===== src/rtl/uart_frame_pkg.sv =====
// Shared types and helpers for the UART command-frame sequencer.
package uart_frame_pkg;

    typedef enum logic [2:0] {
        HUNT,
        ID,
        LEN,
        PAYLOAD,
        CHECK,
        HOLD
    } state_t;

    localparam logic [7:0] SYNC_BYTE_DEFAULT = 8'hA5;

    function automatic logic [7:0] chk_add(input logic [7:0] sum, input logic [7:0] data);
        return sum + data;
    endfunction

endpackage


===== src/rtl/uart_frame_controller_counter.sv =====
// Inter-byte idle timer; only built when UART_FRAME_TIMEOUT_EN is defined.
`ifdef UART_FRAME_TIMEOUT_EN
module counter #(
    parameter int unsigned W = 20
) (
    input  logic         clk_in,
    input  logic         rst_in,
    input  logic         clear_in,
    input  logic [W-1:0] period_in,
    output logic         done_out
);

    logic [W-1:0] count_q;

    // Parks at period-1 so done_out stays asserted until the owner clears it.
    always_ff @(posedge clk_in or posedge rst_in) begin
        if (rst_in) begin
            count_q <= '0;
        end else if (clear_in) begin
            count_q <= '0;
        end else if (count_q != period_in - W'(1)) begin
            count_q <= count_q + W'(1);
        end
    end

    assign done_out = !clear_in && (count_q == period_in - W'(1));

endmodule
`endif


===== src/rtl/uart_frame_controller.sv =====
// Frames the UART byte stream (SYNC, ID, LEN, payload, CHK) into commands.
// Optional inter-byte timeout enabled by defining UART_FRAME_TIMEOUT_EN.
module uart_frame_controller
    import uart_frame_pkg::*;
#(
    parameter logic [7:0]  SYNC_BYTE      = SYNC_BYTE_DEFAULT,
    parameter int unsigned MAX_PAYLOAD    = 16,
    parameter int unsigned TIMEOUT_CYCLES = 1_000_000,
    localparam int unsigned LEN_W         = $clog2(MAX_PAYLOAD + 1)
) (
    input  logic                     clk_in,
    input  logic                     rst_in,
    input  logic                     byte_valid_in,
    input  logic [7:0]               byte_in,
    output logic                     cmd_valid_out,
    input  logic                     cmd_ready_in,
    output logic [7:0]               cmd_id_out,
    output logic [LEN_W-1:0]         cmd_len_out,
    output logic [8*MAX_PAYLOAD-1:0] cmd_payload_out,
    output logic                     err_chk_out,
    output logic                     err_len_out,
    output logic                     err_timeout_out,
    output logic                     drop_out,
    output logic [7:0]               err_count_out
);

    localparam logic [7:0] MAX_LEN = 8'(MAX_PAYLOAD);

    state_t           state_q;
    logic [7:0]       sum_q;
    logic [LEN_W-1:0] idx_q;
    logic [LEN_W-1:0] len_q;
    logic [7:0]       id_q;
    logic             valid_q;
    logic             err_chk_q;
    logic             err_len_q;
    logic             drop_q;
    logic [7:0]       err_count_q;

    logic             tmo_hit;
    logic             byte_is_sync;
    logic [7:0]       sum_d;
    logic             len_bad_d;
    logic             chk_bad_d;
    logic             tmo_d;
    logic             err_any_d;

    always_comb begin
        byte_is_sync = (byte_in == SYNC_BYTE);
        sum_d        = chk_add(sum_q, byte_in);
        len_bad_d    = (state_q == LEN) && byte_valid_in && (byte_in > MAX_LEN);
        chk_bad_d    = (state_q == CHECK) && byte_valid_in && (byte_in != sum_q);
        // A byte on the expiry cycle wins over the timeout.
        tmo_d        = tmo_hit && !byte_valid_in &&
                       (state_q inside {ID, LEN, PAYLOAD, CHECK});
        err_any_d    = len_bad_d || chk_bad_d || tmo_d;
    end

`ifdef UART_FRAME_TIMEOUT_EN
    localparam int unsigned TMR_W = $clog2(TIMEOUT_CYCLES + 1);

    logic tmr_clear;
    logic err_timeout_q;

    assign tmr_clear = byte_valid_in || (state_q == HUNT) || (state_q == HOLD);

    counter #(
        .W(TMR_W)
    ) u_timer (
        .clk_in    (clk_in),
        .rst_in    (rst_in),
        .clear_in  (tmr_clear),
        .period_in (TMR_W'(TIMEOUT_CYCLES)),
        .done_out  (tmo_hit)
    );

    assign err_timeout_out = err_timeout_q;
`else
    assign tmo_hit         = 1'b0;
    assign err_timeout_out = 1'b0;
`endif

    always_ff @(posedge clk_in or posedge rst_in) begin
        if (rst_in) begin
            state_q       <= HUNT;
            sum_q         <= '0;
            idx_q         <= '0;
            len_q         <= '0;
            id_q          <= '0;
            valid_q       <= 1'b0;
            err_chk_q     <= 1'b0;
            err_len_q     <= 1'b0;
            drop_q        <= 1'b0;
            err_count_q   <= '0;
`ifdef UART_FRAME_TIMEOUT_EN
            err_timeout_q <= 1'b0;
`endif
        end else begin
            err_chk_q <= chk_bad_d;
            err_len_q <= len_bad_d;
            drop_q    <= (state_q == HOLD) && byte_valid_in;
`ifdef UART_FRAME_TIMEOUT_EN
            err_timeout_q <= tmo_d;
`endif
            if (err_any_d && (err_count_q != 8'hFF)) begin
                err_count_q <= err_count_q + 8'd1;
            end

            if (tmo_d) begin
                state_q <= HUNT;
            end else begin
                case (state_q)
                    HUNT: begin
                        if (byte_valid_in && byte_is_sync) begin
                            state_q <= ID;
                        end
                    end
                    ID: begin
                        if (byte_valid_in) begin
                            id_q    <= byte_in;
                            sum_q   <= byte_in;
                            state_q <= LEN;
                        end
                    end
                    LEN: begin
                        if (byte_valid_in) begin
                            if (len_bad_d) begin
                                state_q <= HUNT;
                            end else begin
                                len_q   <= byte_in[LEN_W-1:0];
                                sum_q   <= sum_d;
                                idx_q   <= '0;
                                state_q <= (byte_in == 8'd0) ? CHECK : PAYLOAD;
                            end
                        end
                    end
                    PAYLOAD: begin
                        if (byte_valid_in) begin
                            sum_q <= sum_d;
                            idx_q <= idx_q + LEN_W'(1);
                            if (idx_q == len_q - LEN_W'(1)) begin
                                state_q <= CHECK;
                            end
                        end
                    end
                    CHECK: begin
                        if (byte_valid_in) begin
                            if (chk_bad_d) begin
                                state_q <= HUNT;
                            end else begin
                                state_q <= HOLD;
                                valid_q <= 1'b1;
                            end
                        end
                    end
                    HOLD: begin
                        if (cmd_ready_in) begin
                            state_q <= HUNT;
                            valid_q <= 1'b0;
                        end
                    end
                    default: state_q <= HUNT;
                endcase
            end
        end
    end

    // One register per payload slot; cleared together when a new SYNC is seen.
    for (genvar gi = 0; gi < MAX_PAYLOAD; gi++) begin : g_payload
        logic [7:0] byte_q;

        always_ff @(posedge clk_in or posedge rst_in) begin
            if (rst_in) begin
                byte_q <= '0;
            end else if ((state_q == HUNT) && byte_valid_in && byte_is_sync) begin
                byte_q <= '0;
            end else if ((state_q == PAYLOAD) && byte_valid_in && (idx_q == LEN_W'(gi))) begin
                byte_q <= byte_in;
            end
        end

        assign cmd_payload_out[8*gi +: 8] = byte_q;
    end

    assign cmd_valid_out = valid_q;
    assign cmd_id_out    = id_q;
    assign cmd_len_out   = len_q;
    assign err_chk_out   = err_chk_q;
    assign err_len_out   = err_len_q;
    assign drop_out      = drop_q;
    assign err_count_out = err_count_q;

endmodule

===== config.mk =====
export PLATFORM = sky130hd
export DESIGN_NAME = uart_frame_controller
export DESIGN_NICKNAME = d
export VERILOG_FILES = /design/src/rtl/uart_frame_pkg.sv /design/src/rtl/uart_frame_controller_counter.sv /design/src/rtl/uart_frame_controller.sv
export SDC_FILE = /design/constraint.sdc
export NUM_CORES = 1
export LEC_CHECK = 0
export CAP_MARGIN = 20
export CORE_ASPECT_RATIO = 1.5
export CORE_UTILIZATION = 25
export DETAILED_ROUTE_END_ITERATION = 10
export PLACE_DENSITY_LB_ADDON = 0.15
export SYNTH_ARGS = -nofsm -noshare
export SYNTH_HDL_FRONTEND = slang
export SYNTH_SLANG_ARGS = --single-unit

===== constraint.sdc =====
create_clock -name clk_in -period 9.6 [get_ports clk_in]
set_clock_uncertainty 0.05 [all_clocks]
set_input_delay 2.4 -clock clk_in [delete_from_list [all_inputs] [get_ports clk_in]]
set_output_delay 2.4 -clock clk_in [all_outputs]
set_load 0.1 [all_outputs]

==> results of run 1 <==
## placed cells by master (no fill, tap or decap), types with 4 or more instances in the layout
cell type / netlist / layout
dfrtp_1: 169 / 169
clkdlybuf4s50_1: 0 / 164
nor2_1: 78 / 78
mux2i_1: 66 / 66
nand2_1: 57 / 57
o21ai_0: 32 / 32
mux2_1: 26 / 26
inv_1: 20 / 19
a22o_1: 17 / 17
clkbuf_16: 0 / 17
mux2_2: 16 / 16
nand3_1: 16 / 16
ha_1: 14 / 14
a21oi_1: 10 / 10
a31oi_1: 10 / 10
nor3_1: 9 / 9
buf_4: 3 / 9
nor2_4: 8 / 8
xor2_1: 7 / 7
xnor2_1: 7 / 7
nand2b_1: 7 / 7
nor2_2: 6 / 6
nand4_1: 6 / 6
nor2b_1: 5 / 5
inv_6: 0 / 5
nor2_8: 4 / 4
and3_1: 4 / 4
## sequential cells by signal (all words and copies together) (netlist names), 3 cells and up
name / cells
cmd_len_out: 5
sum_q: 8
g_payload.byte_q: 128
idx_q: 5
state_q: 3
cmd_id_out: 8
err_count_out: 8
## how the worst max path moves through the flow
| stage | from | to | cells after the start |
|---|---|---|---|
| finish | byte_in[4] | g_payload[9].byte_q[5]$_DFFE_PP0P_ | 6 |
| global route | byte_in[4] | g_payload[12].byte_q[0]$_DFFE_PP0P_ | 6 |
| CTS | byte_in[4] | g_payload[9].byte_q[5]$_DFFE_PP0P_ | 6 |
| detailed placement | byte_in[4] | g_payload[0].byte_q[2]$_DFFE_PP0P_ | 6 |
| global placement | byte_in[4] | g_payload[13].byte_q[0]$_DFFE_PP0P_ | 6 |
| floorplan | rst_in | cmd_id_out[0]$_DFFE_PP0P_ | 1 |
## cell families after synthesis
group / Yosys count / synth area share
buf+inv: 57 / 0.03133
fa+ha+maj: 15 / 0.02506
compound gates: 92 / 0.08162
mux: 111 / 0.1513
xor+xnor: 14 / 0.01575
simple gates: 225 / 0.1514
flops: 169 / 0.5431
other cells: 1 / 0.0004815
## cell type report
| type | instances | share of cell area |
|---|---|---|
| well taps | 400 | 0.04816 |
| clock inverters | 11 | 0.008308 |
| repair buffers | 173 | 0.1645 |
| clock buffers | 21 | 0.04527 |
| multi-input cells | 458 | 0.3191 |
| flip-flops and latches | 169 | 0.4070 |
| inverters | 20 | 0.007706 |
## layer usage
metal,share of wire,global-route usage,vias to the layer above
li1,-,-,2687
met1,0.41,0.1784,2809
met2,0.51,0.2628,147
met3,0.064,0.04614,24
met4,0.018,0.05000,0
met5,0,0,-
## per-stage QoR
stage | hold WS (ps) | instance area, µm² | utilization
after floorplan | 403.8 | 7787 | -
after global placement | 420.2 | 9834 | 0.3230
after detailed placement | 425.9 | 9834 | 0.3230
after CTS | 440.9 | 10390 | 0.3413
after global routing | 456.1 | 10390 | 0.3413
final | 434.7 | 10390 | 0.3413
## worst register-to-register path, cell delays in order, from the launching register on
cell and delay, ps:
dfrtp_1 690, nor2b_1 820, nand2_1 290, o21ai_1 590, mux2i_1 250
==> flow_summary.ini, run 1 <==
[place]
placed_cells = 1220
gp_congestion = 0.7680
port_buffers = 164
dp_slack_ps = 4010
place_hpwl_um = 16200

[finish]
nets = 866
final_cells = 1252
drive_gt1_frac = 0.1021
area_growth_pct = 33.43
multi_input_area_um2 = 3316
fill_cells = 3136
diodes = 0
seq_area_um2 = 4229

[grt]
grtUsageTotal = 0.1519
grt_max_degree = 99
grt_pass1_vias = 5834
antenna_found_initial = 0
grt_overflow = 0
grt_pass1_wl_um = 36280

[hold_path]
min_to = sum_q[0]$_DFFE_PP0P_
hold_depth = 2
hp-class = flop to flop
min_from = sum_q[0]$_DFFE_PP0P_

[critical_path]
cp-end-kind = flop
crit_fanout = 44
r2r-start = state_q[1]$_DFFE_PP0P_
slowest_delay_ps = 920
worstReg2RegEnd = sum_q[1]$_DFFE_PP0P_
r2r_setup_slack_ps = 6830
worst_r2r_path_depth = 4
crit_path_top_delay_cell = clkdlybuf4s50_1
path_buf_inv = 2
path_cells = clkdlybuf4s50_1, nor3_2, and4_1, and2_2, buf_4, nor2_1
critPathKind = primary input to flop
arrival_ps = 5380
critical_path.top_delay_family = buffers and inverters
cp-start-kind = primary input
critPathRequiredTime_ps = 9850

[die]
initial_core_util = 0.2558
io_pins = 166
design.core.area_um2 = 30450
dieWidth_um = 146.1
fp.dieH_um = 218.2
dieArea_um2 = 31870
row_count = 78

[detailed_routing]
vias_per_cell = 4.526
final_antenna_net_count = 0
drt-pass1-iter-count = 5
vias = 5667
drc = 0
wl_per_cell_um = 18.89
drt_iter0_drc = 251
drt-total-wl_um = 23660

[clocking]
clockBufferDepth = 2
clk_latency_ps = 430
cts.repair.resized = 0
htreeDepth = 4
postCtsSetupRepairBufs = 0
root_buffer = clkbuf_16
clock-sinks = 169
cts_tree = built
clk_pin_slew_worst_paths_ps = 70
cts_hold_buf = 0
cts_made_buffers = 17

[synth]
yosysWarningCount = 0
synth_most_common_cell = dfrtp_1
synth_seq_cells = 169
netlist_top_cells_count = dfrtp_1 (169), nor2_1 (78), mux2i_1 (66)
synth_top_flop_cell = dfrtp_1
netlist_area_um2 = 7787
synthArstFlopShare = 1.000
ys_top_cells_by_area = dfrtp_1 (54%), mux2i_1 (8.5%), mux2_1 (3.8%)
seq_area_frac_synth = 0.5431
synth_edf_count = 0
synthDistinctLibCells = 58
avgSynthCellArea_um2 = 11.39
synthesis.nets = 711
yosys.area.top_type_share = 0.5431
yosys.area.top_type = dfrtp_1
synth_cells = 684

[sta]
tightest_slew_ps = 1094
min_period_ps = 5130
fin_ws_ps = 4470
fmax_ghz = 0.1949
rsz0062_at_grt = no
slew_violations = 0
period_share = 0.5344
tns_ps = 0
setup_violations = 0
finalHoldViolations = 0
relSlewSlack = 0.2687

[run_status]
status = completed

[flow_run]
maxCapViolations = 0
Power of run 1 is left out: the tool's default activity adds up to more than one toggle a clock period on the data nets, which glitch-free logic cannot reach.
==> inputs of run 2 (changes only) <==
==> constraint.sdc (replaced) <==
create_clock -name clk_in -period 4.43 [get_ports clk_in]
set_clock_uncertainty 0.05 [all_clocks]
set_input_delay 1.1075 -clock clk_in [delete_from_list [all_inputs] [get_ports clk_in]]
set_output_delay 1.1075 -clock clk_in [all_outputs]
set_load 0.1 [all_outputs]
==> flow_summary.ini, run 2 (same netlist as run 1, synthesis figures left out) <==
[critical_path]
critPathKind = flop to primary output
path_cells = clkdlybuf4s50_1
critPathRequiredTime_ps = 3270
path_buf_inv = 1
crit_path_top_delay_cell = clkdlybuf4s50_1
crit_cells = 1
cp-end-kind = primary output
slowest_delay_ps = 1200
critical_path.top_delay_family = buffers and inverters
cp-start-kind = flop
worst_r2r_path_depth = 5
crit_fanout = 5
arrival_ps = 2140

[clocking]
cts_hold_buf = 0
htreeDepth = 4
clockBufferDepth = 2
cts_tree = built
root_buffer = clkbuf_16
cts_made_buffers = 17
clock-sinks = 169
clk_pin_slew_worst_paths_ps = 70
clk_latency_ps = 440
cts.repair.resized = 0
postCtsSetupRepairBufs = 0

[detailed_routing]
drt_iter0_drc = 283
drt-pass1-iter-count = 5
routed.top_layer = met4
wl_met1_um = 9823
vias_per_cell = 4.515
wl_met3_um = 1625
vias = 5694
wl_met2_um = 12460
wl_per_cell_um = 19.23
final_antenna_net_count = 0
drc = 0
drt-total-wl_um = 24250

[finish]
area_growth_pct = 35.35
nets = 877
diodes = 0
largest-register = g_payload.byte_q
mostFrequentLayoutCells = dfrtp_1 (169), clkdlybuf4s50_1 (164), nor2_1 (78)
largest_register_ffs = 128
final_common_cell = dfrtp_1
drive_gt1_frac = 0.1080

[sta]
slew_violations = 0
tightest_slew_ps = 1077
fmax_ghz = 0.3032
min_period_ps = 3298
relSlewSlack = 0.2794
period_share = 0.7444
finalHoldViolations = 0
tns_ps = 0
rsz0062_at_grt = no
setup_violations = 0

[die]
fp.dieH_um = 218.2
initial_core_util = 0.2558
row_count = 78
dieArea_um2 = 31870
dieWidth_um = 146.1
io_pins = 166
design.core.area_um2 = 30450

[place]
gp_congestion = 0.7595
place_hpwl_um = 17130
port_buffers = 164

[grt]
grt_pass1_vias = 5902
grt_pass1_wl_um = 37530
grt_max_degree = 56
antenna_found_initial = 0
grtUsageTotal = 0.1589
grt_overflow = 0

[run_status]
status = completed

[flow_run]
maxCapViolations = 0

[hold_path]
hp-class = flop to flop
hold_depth = 2
[run 2: changes by cell type in the layout (fill, tap and decap cells not counted), sizes merged]
cell      change
clkinvlp      +2
clkinv        -3
bufinv        +2
buf          +11
inv           -5
clkbuf        +2
[run 2: metal layers]
layer	vias to the layer above	track usage
met5	-	0
met4	0	0.04965
met3	17	0.05929
met2	135	0.2742
met1	2822	0.1814
li1	2720	-
[run 2: final cells by class]
cell class,instances,area [µm²]
fill,3107,19910
clock buffer,23,467.9
clock inverter,7,93.84
multi-input combinational,458,3316
timing repair buffer,184,1854
tap,400,500.5
sequential,169,4229
inverter,20,78.83
[run 2: through the flow]
stage / worst slack, ps / std cells / hold slack [ps] / util / instance area [µm²]
floorplan: 1118 / 684 / 403.8 / - / 7791
global placement: 674.6 / 1230 / 421.9 / 0.3270 / 9958
detailed placement: 684.5 / 1230 / 429.9 / 0.3270 / 9958
CTS: 1061 / 1260 / 445.7 / 0.3455 / 10520
global route: 1021 / 1261 / 466.5 / 0.3462 / 10540
finish: 1132 / 1261 / 440.2 / 0.3462 / 10540
[run 2: worst paths after layout]
| kind | slack, ps | start | end |
|---|---|---|---|
| max in group asynchronous | 2680 | rst_in | g_payload[14].byte_q[4]$_DFFE_PP0P_ |
| hold reg to reg | 440 | sum_q[4]$_DFFE_PP0P_ | sum_q[4]$_DFFE_PP0P_ |
| min in group asynchronous | 890 | rst_in | cmd_id_out[4]$_DFFE_PP0P_ |
| setup / recovery | 1130 | cmd_len_out[3]$_DFFE_PP0P_ | cmd_len_out[3] |
| setup reg to reg | 1890 | state_q[0]$_DFFE_PP0P_ | g_payload[3].byte_q[1]$_DFFE_PP0P_ |
| hold / removal | 440 | sum_q[4]$_DFFE_PP0P_ | sum_q[4]$_DFFE_PP0P_ |
Power of run 2 is left out for the same reason.
==> inputs of run 3 (changes only) <==
==> constraint.sdc (replaced) <==
create_clock -name clk_in -period 2.7 [get_ports clk_in]
set_clock_uncertainty 0.05 [all_clocks]
set_input_delay 0.675 -clock clk_in [delete_from_list [all_inputs] [get_ports clk_in]]
set_output_delay 0.675 -clock clk_in [all_outputs]
set_load 0.1 [all_outputs]
==> flow_summary.ini, run 3 (same netlist as run 1, synthesis figures left out) <==
[detailed_routing]
vias_per_cell = 4.455
final_antenna_net_count = 0
drt-total-wl_um = 25050
drt-pass1-iter-count = 7
wl_per_cell_um = 18.69
drt_iter0_drc = 238
vias = 5970
drc = 0

[sta]
period_share = 0.9453
min_period_ps = 2552
hold_ws_ps = 445.5
slew_violations = 0
fmax_ghz = 0.3918
setup_violations = 0
rsz0062_at_grt = no
finalHoldViolations = 0

[critical_path]
worst_r2r_path_depth = 6
r2r_setup_slack_ps = 470
crit_fanout = 3
critPathRequiredTime_ps = 2980
cp-end-kind = flop
critPathKind = primary input to flop
arrival_ps = 2830
cp-start-kind = primary input
worstReg2RegEnd = err_count_out[1]$_DFFE_PP0P_
r2r-start = sum_q[2]$_DFFE_PP0P_

[finish]
nets = 954
largest-register = g_payload.byte_q
mostFrequentLayoutCells = buf_4 (244), dfrtp_1 (169), nor2_1 (78)
largest_register_ffs = 128
area_growth_pct = 38.95
diodes = 0
final_cells = 1340
final_common_cell = buf_4
fin_util = 0.3554
drive_gt1_frac = 0.3489

[die]
dieWidth_um = 146.1
row_count = 78
io_pins = 166
design.core.area_um2 = 30450
fp.dieH_um = 218.2
initial_core_util = 0.2558
dieArea_um2 = 31870

[clocking]
htreeDepth = 4
cts_tree = built
root_buffer = clkbuf_16
postCtsSetupRepairBufs = 0
clk_latency_ps = 440
cts_hold_buf = 0
cts.repair.resized = 0
clock-sinks = 169
clk_pin_slew_worst_paths_ps = 70
clockBufferDepth = 2
cts_made_buffers = 17

[hold_path]
min_to = g_payload[2].byte_q[1]$_DFFE_PP0P_
min_from = g_payload[2].byte_q[1]$_DFFE_PP0P_
hp-class = flop to flop
hold_depth = 1

[grt]
grt_overflow = 0
grt_pass1_wl_um = 38990
grtUsageTotal = 0.1644
grt_pass1_vias = 6423
grt_max_degree = 81
antenna_found_initial = 0

[place]
port_buffers = 164
placed_cells = 1308
place_hpwl_um = 18520
gp_congestion = 0.7751

[run_status]
status = completed

[flow_run]
maxCapViolations = 0
[run 3: worst max-delay path: stages]
cell	delay [ps]
clkdlybuf4s50_1	450
ha_1	330
or4_1	570
o31ai_2	250
buf_4	170
a2bb2oi_2	80
mux2_1	320
[run 3: cell type report]
type	instances	area (µm²)
multi-input combinational	458	3316
sequential	169	4229
fill	3139	19630
tap	400	500.5
timing repair buffer	261	2062
clock buffer	19	442.9
inverter	20	78.83
clock inverter	13	191.4
[run 3: metal layers]
layer / up-vias / GRT usage / part of all wire
met1: 2956 / 0.1865 / 0.40
met2: 128 / 0.2922 / 0.52
met5: - / 0 / 0
met3: 24 / 0.04990 / 0.054
met4: 0 / 0.05486 / 0.019
li1: 2862 / - / -
[run 3: metrics by stage]
step | setup TNS, ps | setup WS (ps) | area [µm²]
final | 0 | 147.7 | 10820
after CTS | 0 | 161.6 | 10820
after global placement | -14330 | -299.9 | 10190
after global routing | 0 | 43.45 | 10820
after floorplan | -30370 | -179.7 | 7791
after detailed placement | -13900 | -324.5 | 10190
[run 3: worst max path at each step]
stage,slack [ps],end,start
6_report,150,err_count_out[1]$_DFFE_PP0P_,byte_in[6]
5_1_grt,40,err_count_out[3]$_DFFE_PP0P_,byte_in[6]
4_1_cts,160,err_count_out[5]$_DFFE_PP0P_,byte_in[6]
3_5_place_dp,-320,err_count_out[1]$_DFFE_PP0P_,byte_in[6]
3_3_place_gp,-300,err_count_out[1]$_DFFE_PP0P_,byte_in[6]
2_1_floorplan,-180,cmd_id_out[0]$_DFFE_PP0P_,rst_in
Power of run 3 is left out for the same reason.
